--- src/rtl/sys_cmd_ctrl.sv ---
// Command-frame controller: decodes received byte frames into register-file
// accesses and ALU operations, and returns read/ALU results through the transmitter.
module sys_cmd_ctrl #(
    parameter int unsigned width     = 8,
    parameter int unsigned depth     = 16,
    parameter int unsigned OUT_width = 16,
    parameter int unsigned TIMEOUT   = 1024
) (
    input  logic                       CLK,
    input  logic                       Reset,
    input  logic [width-1:0]           Rx_P_Data,
    input  logic                       RxValid,
    output logic                       WrEN,
    output logic                       RdEN,
    output logic [$clog2(depth)-1:0]   Reg_File_Adress,
    output logic [width-1:0]           WrData,
    input  logic [width-1:0]           RdData,
    input  logic                       Rd_valid,
    output logic                       ALU_EN,
    output logic [3:0]                 ALU_FUN,
    input  logic [OUT_width-1:0]       ALU_out,
    input  logic                       ALU_out_valid,
    output logic                       CLK_GATE_EN,
    output logic [width-1:0]           Tx_Data,
    output logic                       Tx_Data_valid,
    input  logic                       Busy,
    input  logic                       Ser_done,
    output logic                       Frame_error
);

    localparam int unsigned AW = $clog2(depth);
    localparam int unsigned NB = OUT_width / width;
    localparam int unsigned BW = $clog2(NB + 1);
    localparam int unsigned TW = $clog2(TIMEOUT + 1);

    localparam logic [width-1:0] CMD_WR    = width'(8'hAA);
    localparam logic [width-1:0] CMD_RD    = width'(8'hBB);
    localparam logic [width-1:0] CMD_ALU   = width'(8'hCC);
    localparam logic [width-1:0] CMD_ALU_N = width'(8'hDD);
    localparam logic [width-1:0] CMD_BWR   = width'(8'hEE);
    localparam logic [width-1:0] CMD_BRD   = width'(8'hFF);

    typedef enum logic [3:0] {
        IDLE, GET_ADDR, GET_CNT, GET_DATA, GET_A, GET_B, GET_FUN,
        RD_REQ, RD_WAIT, ALU_RUN, ALU_WAIT, TX_SEND, TX_WAIT
    } state_t;

    state_t               state;
    logic [width-1:0]     cmd;
    logic [AW-1:0]        addr;
    logic [width-1:0]     cnt;
    logic [OUT_width-1:0] tx_buf;
    logic [BW-1:0]        tx_left;
    logic [TW-1:0]        timer;
    logic                 in_get_c;
    logic                 timeout_c;
    logic [AW-1:0]        addr_inc_c;

    always_comb begin
        in_get_c   = (state == GET_ADDR) || (state == GET_CNT) || (state == GET_DATA) ||
                     (state == GET_A) || (state == GET_B) || (state == GET_FUN);
        timeout_c  = in_get_c && !RxValid && (timer == TW'(TIMEOUT - 1));
        // burst addresses wrap at depth-1 even when depth is not a power of two
        addr_inc_c = (addr == AW'(depth - 1)) ? '0 : addr + AW'(1);
    end

    always_ff @(posedge CLK or negedge Reset) begin
        if (!Reset) begin
            state           <= IDLE;
            cmd             <= '0;
            addr            <= '0;
            cnt             <= '0;
            tx_buf          <= '0;
            tx_left         <= '0;
            timer           <= '0;
            WrEN            <= 1'b0;
            RdEN            <= 1'b0;
            Reg_File_Adress <= '0;
            WrData          <= '0;
            ALU_EN          <= 1'b0;
            ALU_FUN         <= '0;
            CLK_GATE_EN     <= 1'b0;
            Tx_Data         <= '0;
            Tx_Data_valid   <= 1'b0;
            Frame_error     <= 1'b0;
        end else begin
            WrEN          <= 1'b0;
            RdEN          <= 1'b0;
            ALU_EN        <= 1'b0;
            Tx_Data_valid <= 1'b0;
            Frame_error   <= 1'b0;
            timer         <= (in_get_c && !RxValid) ? timer + TW'(1) : '0;

            if (timeout_c) begin
                Frame_error <= 1'b1;
                state       <= IDLE;
            end else begin
                case (state)
                    IDLE: if (RxValid) begin
                        cmd <= Rx_P_Data;
                        case (Rx_P_Data)
                            CMD_WR, CMD_RD, CMD_BWR, CMD_BRD: state <= GET_ADDR;
                            CMD_ALU:   state <= GET_A;
                            CMD_ALU_N: state <= GET_FUN;
                            default:   Frame_error <= 1'b1;
                        endcase
                    end
                    GET_ADDR: if (RxValid) begin
                        addr <= Rx_P_Data[AW-1:0];
                        if (cmd == CMD_RD) begin
                            Reg_File_Adress <= Rx_P_Data[AW-1:0];
                            RdEN            <= 1'b1;
                            state           <= RD_REQ;
                        end else if (cmd == CMD_WR) begin
                            state <= GET_DATA;
                        end else begin
                            state <= GET_CNT;
                        end
                    end
                    GET_CNT: if (RxValid) begin
                        cnt <= Rx_P_Data;
                        if (Rx_P_Data == '0) begin
                            state <= IDLE;
                        end else if (cmd == CMD_BWR) begin
                            state <= GET_DATA;
                        end else begin
                            Reg_File_Adress <= addr;
                            RdEN            <= 1'b1;
                            state           <= RD_REQ;
                        end
                    end
                    GET_DATA: if (RxValid) begin
                        WrEN            <= 1'b1;
                        Reg_File_Adress <= addr;
                        WrData          <= Rx_P_Data;
                        addr            <= addr_inc_c;
                        cnt             <= cnt - width'(1);
                        if (cmd != CMD_BWR || cnt == width'(1)) state <= IDLE;
                    end
                    GET_A: if (RxValid) begin
                        WrEN            <= 1'b1;
                        Reg_File_Adress <= '0;
                        WrData          <= Rx_P_Data;
                        state           <= GET_B;
                    end
                    GET_B: if (RxValid) begin
                        WrEN            <= 1'b1;
                        Reg_File_Adress <= AW'(1);
                        WrData          <= Rx_P_Data;
                        state           <= GET_FUN;
                    end
                    GET_FUN: if (RxValid) begin
                        ALU_FUN     <= Rx_P_Data[3:0];
                        CLK_GATE_EN <= 1'b1;
                        state       <= ALU_RUN;
                    end
                    ALU_RUN: begin
                        ALU_EN <= 1'b1;
                        state  <= ALU_WAIT;
                    end
                    ALU_WAIT: if (ALU_out_valid) begin
                        tx_buf      <= ALU_out;
                        tx_left     <= BW'(NB);
                        CLK_GATE_EN <= 1'b0;
                        state       <= TX_SEND;
                    end
                    RD_REQ, RD_WAIT: begin
                        if (Rd_valid) begin
                            tx_buf  <= OUT_width'(RdData);
                            tx_left <= BW'(1);
                            state   <= TX_SEND;
                        end else begin
                            state <= RD_WAIT;
                        end
                    end
                    TX_SEND: if (!Busy) begin
                        Tx_Data       <= tx_buf[width-1:0];
                        Tx_Data_valid <= 1'b1;
                        state         <= TX_WAIT;
                    end
                    TX_WAIT: if (Ser_done) begin
                        if (tx_left > BW'(1)) begin
                            // ALU results go out least-significant byte first
                            tx_buf  <= tx_buf >> width;
                            tx_left <= tx_left - BW'(1);
                            state   <= TX_SEND;
                        end else if (cmd == CMD_BRD && cnt > width'(1)) begin
                            cnt             <= cnt - width'(1);
                            addr            <= addr_inc_c;
                            Reg_File_Adress <= addr_inc_c;
                            RdEN            <= 1'b1;
                            state           <= RD_REQ;
                        end else begin
                            state <= IDLE;
                        end
                    end
                    default: state <= IDLE;
                endcase
            end
        end
    end

endmodule

--- config.mk ---
export PLATFORM = sky130hd
export DESIGN_NAME = sys_cmd_ctrl
export DESIGN_NICKNAME = d
export VERILOG_FILES = /design/src/rtl/sys_cmd_ctrl.sv
export SDC_FILE = /design/constraint.sdc
export NUM_CORES = 1
export LEC_CHECK = 0
export CORE_MARGIN = 2
export CORE_UTILIZATION = 65
export CTS_BUF_LIST = sky130_fd_sc_hd__clkbuf_8
export CTS_CLUSTER_DIAMETER = 100
export DETAILED_ROUTE_END_ITERATION = 10
export DONT_BUFFER_PORTS = 1
export PLACE_DENSITY_LB_ADDON = 0.12
export SYNTH_ARGS = -nofsm -noshare
export SYNTH_HDL_FRONTEND = slang
export SYNTH_SLANG_ARGS = --single-unit
export TNS_END_PERCENT = 1
--- constraint.sdc ---
create_clock -name CLK -period 6.55 [get_ports CLK]
set_clock_uncertainty 0.05 [all_clocks]
set_input_delay 1.31 -clock CLK [delete_from_list [all_inputs] [get_ports CLK]]
set_output_delay 1.31 -clock CLK [all_outputs]
set_load 0.1 [all_outputs]
Word level (Yosys, flattened, before mapping)

Index checks and enable logic that the tools add are counted.

Flip-flop bits (word level): 83
Latch bits: 0
RAM bits: 0
Bits in read-only memories: 0
Input port bits: 39
Output and inout port bits: 30
Memories kept: 0

Add/sub/neg operators: 4
Multiply operators: 0
Div/mod/pow operators: 0
Magnitude comparators: 2
Eq/ne operators: 53
Shift-type cells: 0
Muxes and demuxes: 79
Bitwise logic cells: 2
Reductions and logical operators: 31

Operators with widths:

| operator                                                                 | number |
|---|---|
| 4-bit 2-to-1 mux                                                         | 27 |
| 8-bit equality test (second input constant)                              | 10 |
| 16-bit 2-to-1 mux                                                        | 4 |
| 16-bit one-hot mux with 3 select lines                                   | 1 |
| 4-bit one-hot mux with 12 select lines                                   | 1 |
| 8-bit 2-to-1 mux                                                         | 5 |
| 3-bit inequality test (second input constant)                            | 10 |
| 2-bit inequality test (second input constant)                            | 14 |
| 4-bit equality test (second input constant)                              | 6 |
| 1-bit 2-to-1 mux                                                         | 24 |
| 4-bit one-hot mux with 3 select lines                                    | 2 |
| 4-bit one-hot mux with 6 select lines                                    | 1 |
| 8-bit one-hot mux with 3 select lines                                    | 1 |
| 4-bit by 3-bit equality test with 1-bit output (second input constant)   | 4 |
| 7-bit AND reduction                                                      | 2 |
| 13-bit AND reduction                                                     | 1 |
| 3-bit 2-to-1 mux                                                         | 4 |
| 12-bit AND reduction                                                     | 1 |
| 3-bit AND reduction                                                      | 4 |
| 11-bit by 1-bit adder with 11-bit output (second input constant)         | 1 |
| 11-bit by 10-bit equality test with 1-bit output (second input constant) | 1 |
| 11-bit 2-to-1 mux                                                        | 1 |
| 2-bit 2-to-1 mux                                                         | 5 |
| 3-bit nonzero test                                                       | 3 |
| other kinds (29)                                                         | 38 |

Longest topological paths before layout

Gate-level depths: netlist of run 1.

Depth after elaboration: 10
Depth in mapped cells: 9

Worst setup path after synthesis of run 1

No wires, ideal clock.

Kind: input-to-reg
From: input port Rx_P_Data[0]
To: register Reg_File_Adress[0]
Data arrival time: 2635 ps
Required time: 6372 ps
Slack: 3737 ps
Stages on the path: 6
Cells stage by stage: buf_2 > nor4_1 > and3_1 > o21ba_2 > nor4_4 > mux2_1

Cells in the longest elaborated chain, start to end: 3
Elaborated cells on any way between the ends: 6
Those cells by class: 1 x eq/ne; 3 x mux; 2 x reduce/logical

RTL lines:

| what                                                                                           | line     | text |
|---|---|---|
| from (decl)                                                                                    | 11       | `input logic [width-1:0] Rx_P_Data,` |
| 8-bit logical NOT / 4-bit 2-to-1 mux (equally long branches)                                   | 122, 110 |  |
| 2-bit inequality test (no line) / 4-bit 2-to-1 mux (equally long branches)                     | n/a      |  |
| 13-bit AND reduction (no line) / 4-bit one-hot mux with 6 select lines (equally long branches) | n/a      |  |
| to (signal assigned)                                                                           | 111      | `Reg_File_Adress <= Rx_P_Data[AW-1:0];` |
| to (signal assigned)                                                                           | 127      | `Reg_File_Adress <= addr;` |
| to (signal assigned)                                                                           | 134      | `Reg_File_Adress <= addr;` |
| to (decl)                                                                                      | 15       | `output logic [$clog2(depth)-1:0] Reg_File_Adress,` |

Several ways; a longest one is shown, not always the timed one. The select of a mux whose other input is x is not followed.
A chain may end at the register's enable or synchronous reset.

Final worst setup path of run 1

From: input port Ser_done
To: register tx_buf[8]

Cells in the longest elaborated chain, start to end: 2

RTL lines:

| what                            | line | text |
|---|---|---|
| from (decl)                     | 27   | `input logic Ser_done,` |
| 2-bit inequality test (no line) | n/a  |  |
| 6-bit AND reduction (no line)   | n/a  |  |
| to (signal assigned)            | 162  | `tx_buf <= ALU_out;` |
| to (signal assigned)            | 169  | `tx_buf <= OUT_width'(RdData);` |
| to (signal assigned)            | 184  | `tx_buf <= tx_buf >> width;` |
| to (decl)                       | 52   | `logic [OUT_width-1:0] tx_buf;` |

No other way between the ends.

==> results of run 1 <==
## through the flow
step           std cells  hold slack [ns]  utilization (%)
5_1_grt              520            0.471             69.1
3_5_place_dp         505            0.423             65.9
3_3_place_gp         505            0.413             65.9
6_report             520            0.440             69.1
2_1_floorplan        449            0.400                -
4_1_cts              520            0.442             69.1
## worst paths after layout
kind | end | slack (ns) | cells after the start
min | tx_buf[3] | 0.44 | 2
min in group asynchronous | cnt[5] | 0.58 | 0
max reg2reg | tx_left[1] | 3.56 | 5
min reg2reg | tx_buf[3] | 0.44 | 2
max in group asynchronous | ALU_FUN[0] | 5.73 | 0
max | tx_buf[8] | 3.55 | 4
## cell type report
type	count	area (um2)	area share, %
repair buffers	2	15.0	0.325
well taps	80	100	2.17
multi-input cells	326	2160	46.7
clock buffers	10	138	2.98
clock inverters	5	77.6	1.68
inverters	14	52.6	1.14
flip-flops and latches	83	2080	45.0
## layer usage
| layer | GRT usage [%] | vias up |
|---|---|---|
| li1 | - | 1611 |
| met1 | 40.3 | 1692 |
| met2 | 40.7 | 159 |
| met3 | 9.24 | 23 |
| met4 | 11.9 | 0 |
| met5 | 0 | - |
## power by group
| part | switching, W | internal, W | total (W) |
|---|---|---|---|
| logic | 0.000404 | 0.000333 | 0.000738 |
| registers | 0.000697 | 0.000695 | 0.00139 |
| clock network | 0.000185 | 0.000223 | 0.000407 |
## synthesized netlist by cell type, drive strengths merged (2+ instances only)
master   count  area share [%]
nor4bb       2            0.45
xnor2        4            0.79
nor4         8             1.6
and4         2            0.40
and3         3            0.42
or2          3            0.48
a21oi       22             2.6
o32ai        5            0.99
clkbuf       5            0.42
nand2       52             4.5
a22o         8             1.6
a32oi        2            0.40
or3b         3            0.59
or3          3            0.42
o31ai        4            0.68
dfrtp       83              47
nor3        13             1.6
and2         3            0.42
xor2         8             1.6
o22ai        5            0.85
nor2b        4            0.56
nand4        6            0.85
a22oi        3            0.51
nor2        33             2.9
mux2        34             8.6
a31oi        9             1.4
inv         14             1.2
a31o         2            0.40
a211oi       5            0.85
nor3b        2            0.34
o21ai       30             3.4
a2bb2oi      4            0.79
nand2b       3            0.42
mux2i        2            0.45
nand3       18             2.0
ha           5             1.4
a211o        2            0.40
buf         21             2.8
## registers in the layout (all words and copies together), names as in the netlist
| signal | flops |
|---|---|
| addr | 4 |
| Reg_File_Adress | 4 |
| timer | 11 |
| Tx_Data | 8 |
| tx_left | 2 |
| cnt | 8 |
| Tx_Data_valid | 1 |
| WrEN | 1 |
| RdEN | 1 |
| CLK_GATE_EN | 1 |
| state | 4 |
| Frame_error | 1 |
| ALU_EN | 1 |
| WrData | 8 |
| cmd | 8 |
| ALU_FUN | 4 |
| tx_buf | 16 |
## worst max-delay path, stage by stage
cell	delay, ns
or3b_1	0.33
a211oi_1	0.40
a31o_1	0.91
o21ai_1	0.18
## cells by family after synthesis
logic type / Yosys count / synth area share (%)
and+or+nand+nor: 161 / 18.7
AOI/OAI and AO/OA: 112 / 17.1
DFF: 83 / 46.9
buffers and inverters: 40 / 4.43
muxes: 36 / 9.09
xor gates and xnor gates: 12 / 2.37
adders and majority gates: 5 / 1.41
## cells in the final DEF, fill, tap and decap left out, drive strengths merged, types with 5 or more instances in the layout
cell type / n
inv: 16
mux2: 34
nand3: 18
nand4: 6
o21ai: 30
ha: 5
nor2: 33
a211oi: 5
a22o: 8
dfrtp: 83
nor4: 8
nand2: 52
a31oi: 9
o32ai: 5
a21oi: 22
xor2: 8
nor3: 13
o22ai: 5
clkbuf: 10
==> metrics.cfg, run 1 <==
[sta]
fmax_mhz=334
period_minus_slack_ns=3.00
slew_violations=0
worstMarginPinSlew_ns=1.11
setup-violations-final=0
rsz0062_at_grt=no
slew_headroom_pct=26.0
period_share_pct=45.7
setup_ws_ns=3.55
finalHoldViolations=0
fin_setup_tns_ns=0

[drt]
wire_per_inst_um=19.3
route.met3.wl_um=916
vias=3485
routed_wl_um=10000
drt-met1-wl_um=4240
drt_iter0_drc=357
drt_first_pass_iters=5
drc=0
final_antenna_net_count=0
dr.max_layer_used=met4
wl_met2_um=4660
vias_per_cell=6.70

[placement]
portBuffers=0
globalplace.congestion=0.916
dpl-instance-area_um2=4400
hpwl_um=6980
dp_slack_ns=3.21

[finish]
syn2layout_area_growth_pct=4.21
nets=480
drive_gt1_share_pct=12.3
fin_area_um2=4620
diodes=0
fillers=529

[clocking]
cts-htree-levels=3
cts_setup_buffers=0
hold_buffers=0
cts_sinks=83
cts-resized-gates=0
cts_tree=built
cts_buffers=9
clk_pin_slew_worst_paths_ns=0.08
cts_root_buf=clkbuf_8
cts_buffer_depth=2
clk_latency_ns=0.36

[global_routing]
antenna_found_initial=0
grt-ovfl-total=0
grt_pass1_wl_um=16600
grt_pass1_vias=3383
grt_max_degree=84
grt_use_total_pct=28.5

[die]
start_util_pct=66.3
io-pin-count=69
die_area_um2=7490
coreArea_um2=6680
rows=30
dieHeight_um=86.6
die_w_um=86.6

[pwr]
powerDensity_nw_per_um2=549
p_leak_nw=1.99
power.total_w=0.00254
vdd_ir_drop_max_mv=0.544

[worst_setup_path]
r2r_start=state[1]
start_kind=input port
crit_arrival_ns=3.15
setup.worst_path.start=Ser_done
cp-end-kind=register
worstSetupPathType=input port to register
cp.required_ns=6.70
crit_fanout=36

[synthesis]
yosys_warnings=0
synth_cells=449
synth-seq-area-share_pct=46.9
synth_fp_nets=493
yosys.cell_types.count=68
synth-edff-count=0
synthFlopType=dfrtp_1
avgSynthCellArea_um2=9.87
synthesis.area_um2=4430
yosys_register_bits=83
synth-async-reset-ratio_pct=100

[hold_path]
hp-start=tx_buf[3]
hold_class=register to register

[outcome]
status=finished, final reports clean

[flow_run]
max_cap_violations=0

No activity file was read; power rests on OpenSTA's default activity.
==> inputs of run 2 (changes only) <==
==> constraint.sdc (replaced) <==
create_clock -name CLK -period 3.04 [get_ports CLK]
set_clock_uncertainty 0.05 [all_clocks]
set_input_delay 0.608 -clock CLK [delete_from_list [all_inputs] [get_ports CLK]]
set_output_delay 0.608 -clock CLK [all_outputs]
set_load 0.1 [all_outputs]
==> metrics.cfg, run 2 (synthesis gave the netlist of run 1 again) <==
[sta]
finalHoldViolations=0
slew_headroom_pct=38.5
fmax_mhz=414
period_share_pct=79.4
setup_ws_ns=0.626
slew_violations=0
rsz0062_at_grt=no
setup-violations-final=0
fin_setup_tns_ns=0
period_minus_slack_ns=2.41
worstMarginPinSlew_ns=0.922

[worst_setup_path]
crit_arrival_ns=2.61
rr_worst_depth=4
crit_fanout=21
start_kind=register
endpoint=cnt[1]
r2r-end=cnt[1]
setup.worst_path.start=state[2]
worstSetupPathType=register to register
max_stage_delay_ns=0.77
cp.required_ns=3.23
r2r_start=state[2]
cp_cell_sequence=nor2_2 > a31oi_2 > o21ai_0 > mux2_1
cp-end-kind=register
slowest_stage=dfrtp_1
r2r_slack_ns=0.63

[placement]
dp_slack_ns=0.668
dpl-instance-area_um2=4460
portBuffers=0
globalplace.congestion=0.901
hpwl_um=7150

[pwr]
power.share.combinational_pct=29.6
seq_power_share_pct=53.5
powerDensity_nw_per_um2=1190
vdd_ir_drop_max_mv=0.927
p_leak_nw=2.05
swShare_pct=49.8
p_sw_w=0.00279
clkPwrFrac_pct=16.9
p_int_w=0.00281

[global_routing]
grt_pass1_vias=3313
grt-ovfl-total=0
grt_pass1_wl_um=16600
grt_use_total_pct=28.5
antenna_found_initial=0
grt_max_degree=84

[finish]
fin_area_um2=4720
drive_gt1_share_pct=13.9
final_common_cell=dfrtp_1
syn2layout_area_growth_pct=6.49
diodes=0
nets=488
largest-register=tx_buf
largest_reg_flops=16
layout.cells.most_common_list=83 x dfrtp_1, 51 x nand2_1, 31 x nor2_1
reg_top3=tx_buf (16), timer (11)

[die]
coreArea_um2=6680
die_w_um=86.6
dieHeight_um=86.6
rows=30
io-pin-count=69
die_area_um2=7490
start_util_pct=66.3

[clocking]
cts-htree-levels=3
cts_sinks=83
cts_buffer_depth=2
cts_root_buf=clkbuf_8
cts-resized-gates=0
clk_pin_slew_worst_paths_ns=0.09
cts_setup_buffers=0
cts_tree=built
cts_buffers=9
clk_latency_ns=0.35

[flow_run]
max_cap_violations=0

[drt]
vias=3460
drt_first_pass_iters=4
routed_wl_um=10100
final_antenna_net_count=0
drt_iter0_drc=283
vias_per_cell=6.57
drc=0
wire_per_inst_um=19.2

[hold_path]
hold_class=input port to asynchronous set/reset pin

[outcome]
status=finished, final reports clean

## run 2: changes by cell type in the layout (fill, tap and decap cells not counted)
cell	before	now
buf_16	0	1
bufinv_16	2	3
inv_1	15	14
clkinv_2	1	0
buf_4	2	9
## run 2: cell type report
| cell class | count | area (um2) |
|---|---|---|
| Sequential cell | 83 | 2080 |
| Inverter | 14 | 52.6 |
| Clock inverter | 4 | 98.8 |
| Clock buffer | 10 | 138 |
| Timing Repair Buffer | 10 | 95.1 |
| Multi-Input combinational cell | 326 | 2160 |
| Tap cell | 80 | 100 |
| Fill cell | 495 | 1960 |
## run 2: how the worst min path moves through the flow
stage / from / end / slack, ns / cells after the start
finish: Reset / cnt[2] / 0.07 / 1
floorplan: Reset / ALU_EN / 0.26 / 0
global placement: Reset / cnt[6] / 0.26 / 0
CTS: Reset / cnt[3] / 0.11 / 1
global route: Reset / cnt[6] / 0.10 / 1
detailed placement: Reset / cnt[6] / 0.26 / 0
## run 2: metal layers
metal  vias up  global-route usage (%)  part of all wire, %
met5         -                       0                    0
met4         0                    8.95                  1.7
met3        15                    7.52                  7.8
met2       137                    42.2                   46
met1      1685                    41.3                   44
li1       1623                       -                    -
## run 2: worst max-delay path: cells and delay by family (launching register included)
| family | cells | cell delay (ns) |
|---|---|---|
| flip-flops | 1 | 0.77 |
| multiplexers | 1 | 0.34 |
| AND/OR/NAND/NOR | 1 | 0.22 |
| AO/OA/AOI/OAI | 2 | 0.93 |
## run 2: stage by stage
step | hold WS [ns] | power, W | cells | util [%]
2_1_floorplan | 0.262 | 0.00424 | 449 | -
3_3_place_gp | 0.264 | 0.00455 | 512 | 66.7
3_5_place_dp | 0.264 | 0.00461 | 512 | 66.7
4_1_cts | 0.114 | 0.00559 | 527 | 70.6
5_1_grt | 0.101 | 0.00591 | 527 | 70.6
6_report | 0.0744 | 0.00559 | 527 | 70.6
## run 2: power by group through the flow
stage / Combinational (W) / Clock, W / Sequential, W
after floorplan: 0.00144 / 0 / 0.00281
after global placement: 0.00157 / 0 / 0.00298
after detailed placement: 0.00161 / 0 / 0.00300
after CTS: 0.00165 / 0.000962 / 0.00298
after global routing: 0.00185 / 0.00101 / 0.00305
final: 0.00166 / 0.000947 / 0.00299
## run 2: repair_timing
item / CTS / global route
setup endpoints to repair: 0 / 0
hold endpoints to repair: 83 / 0
hold buffers: 1 / 0
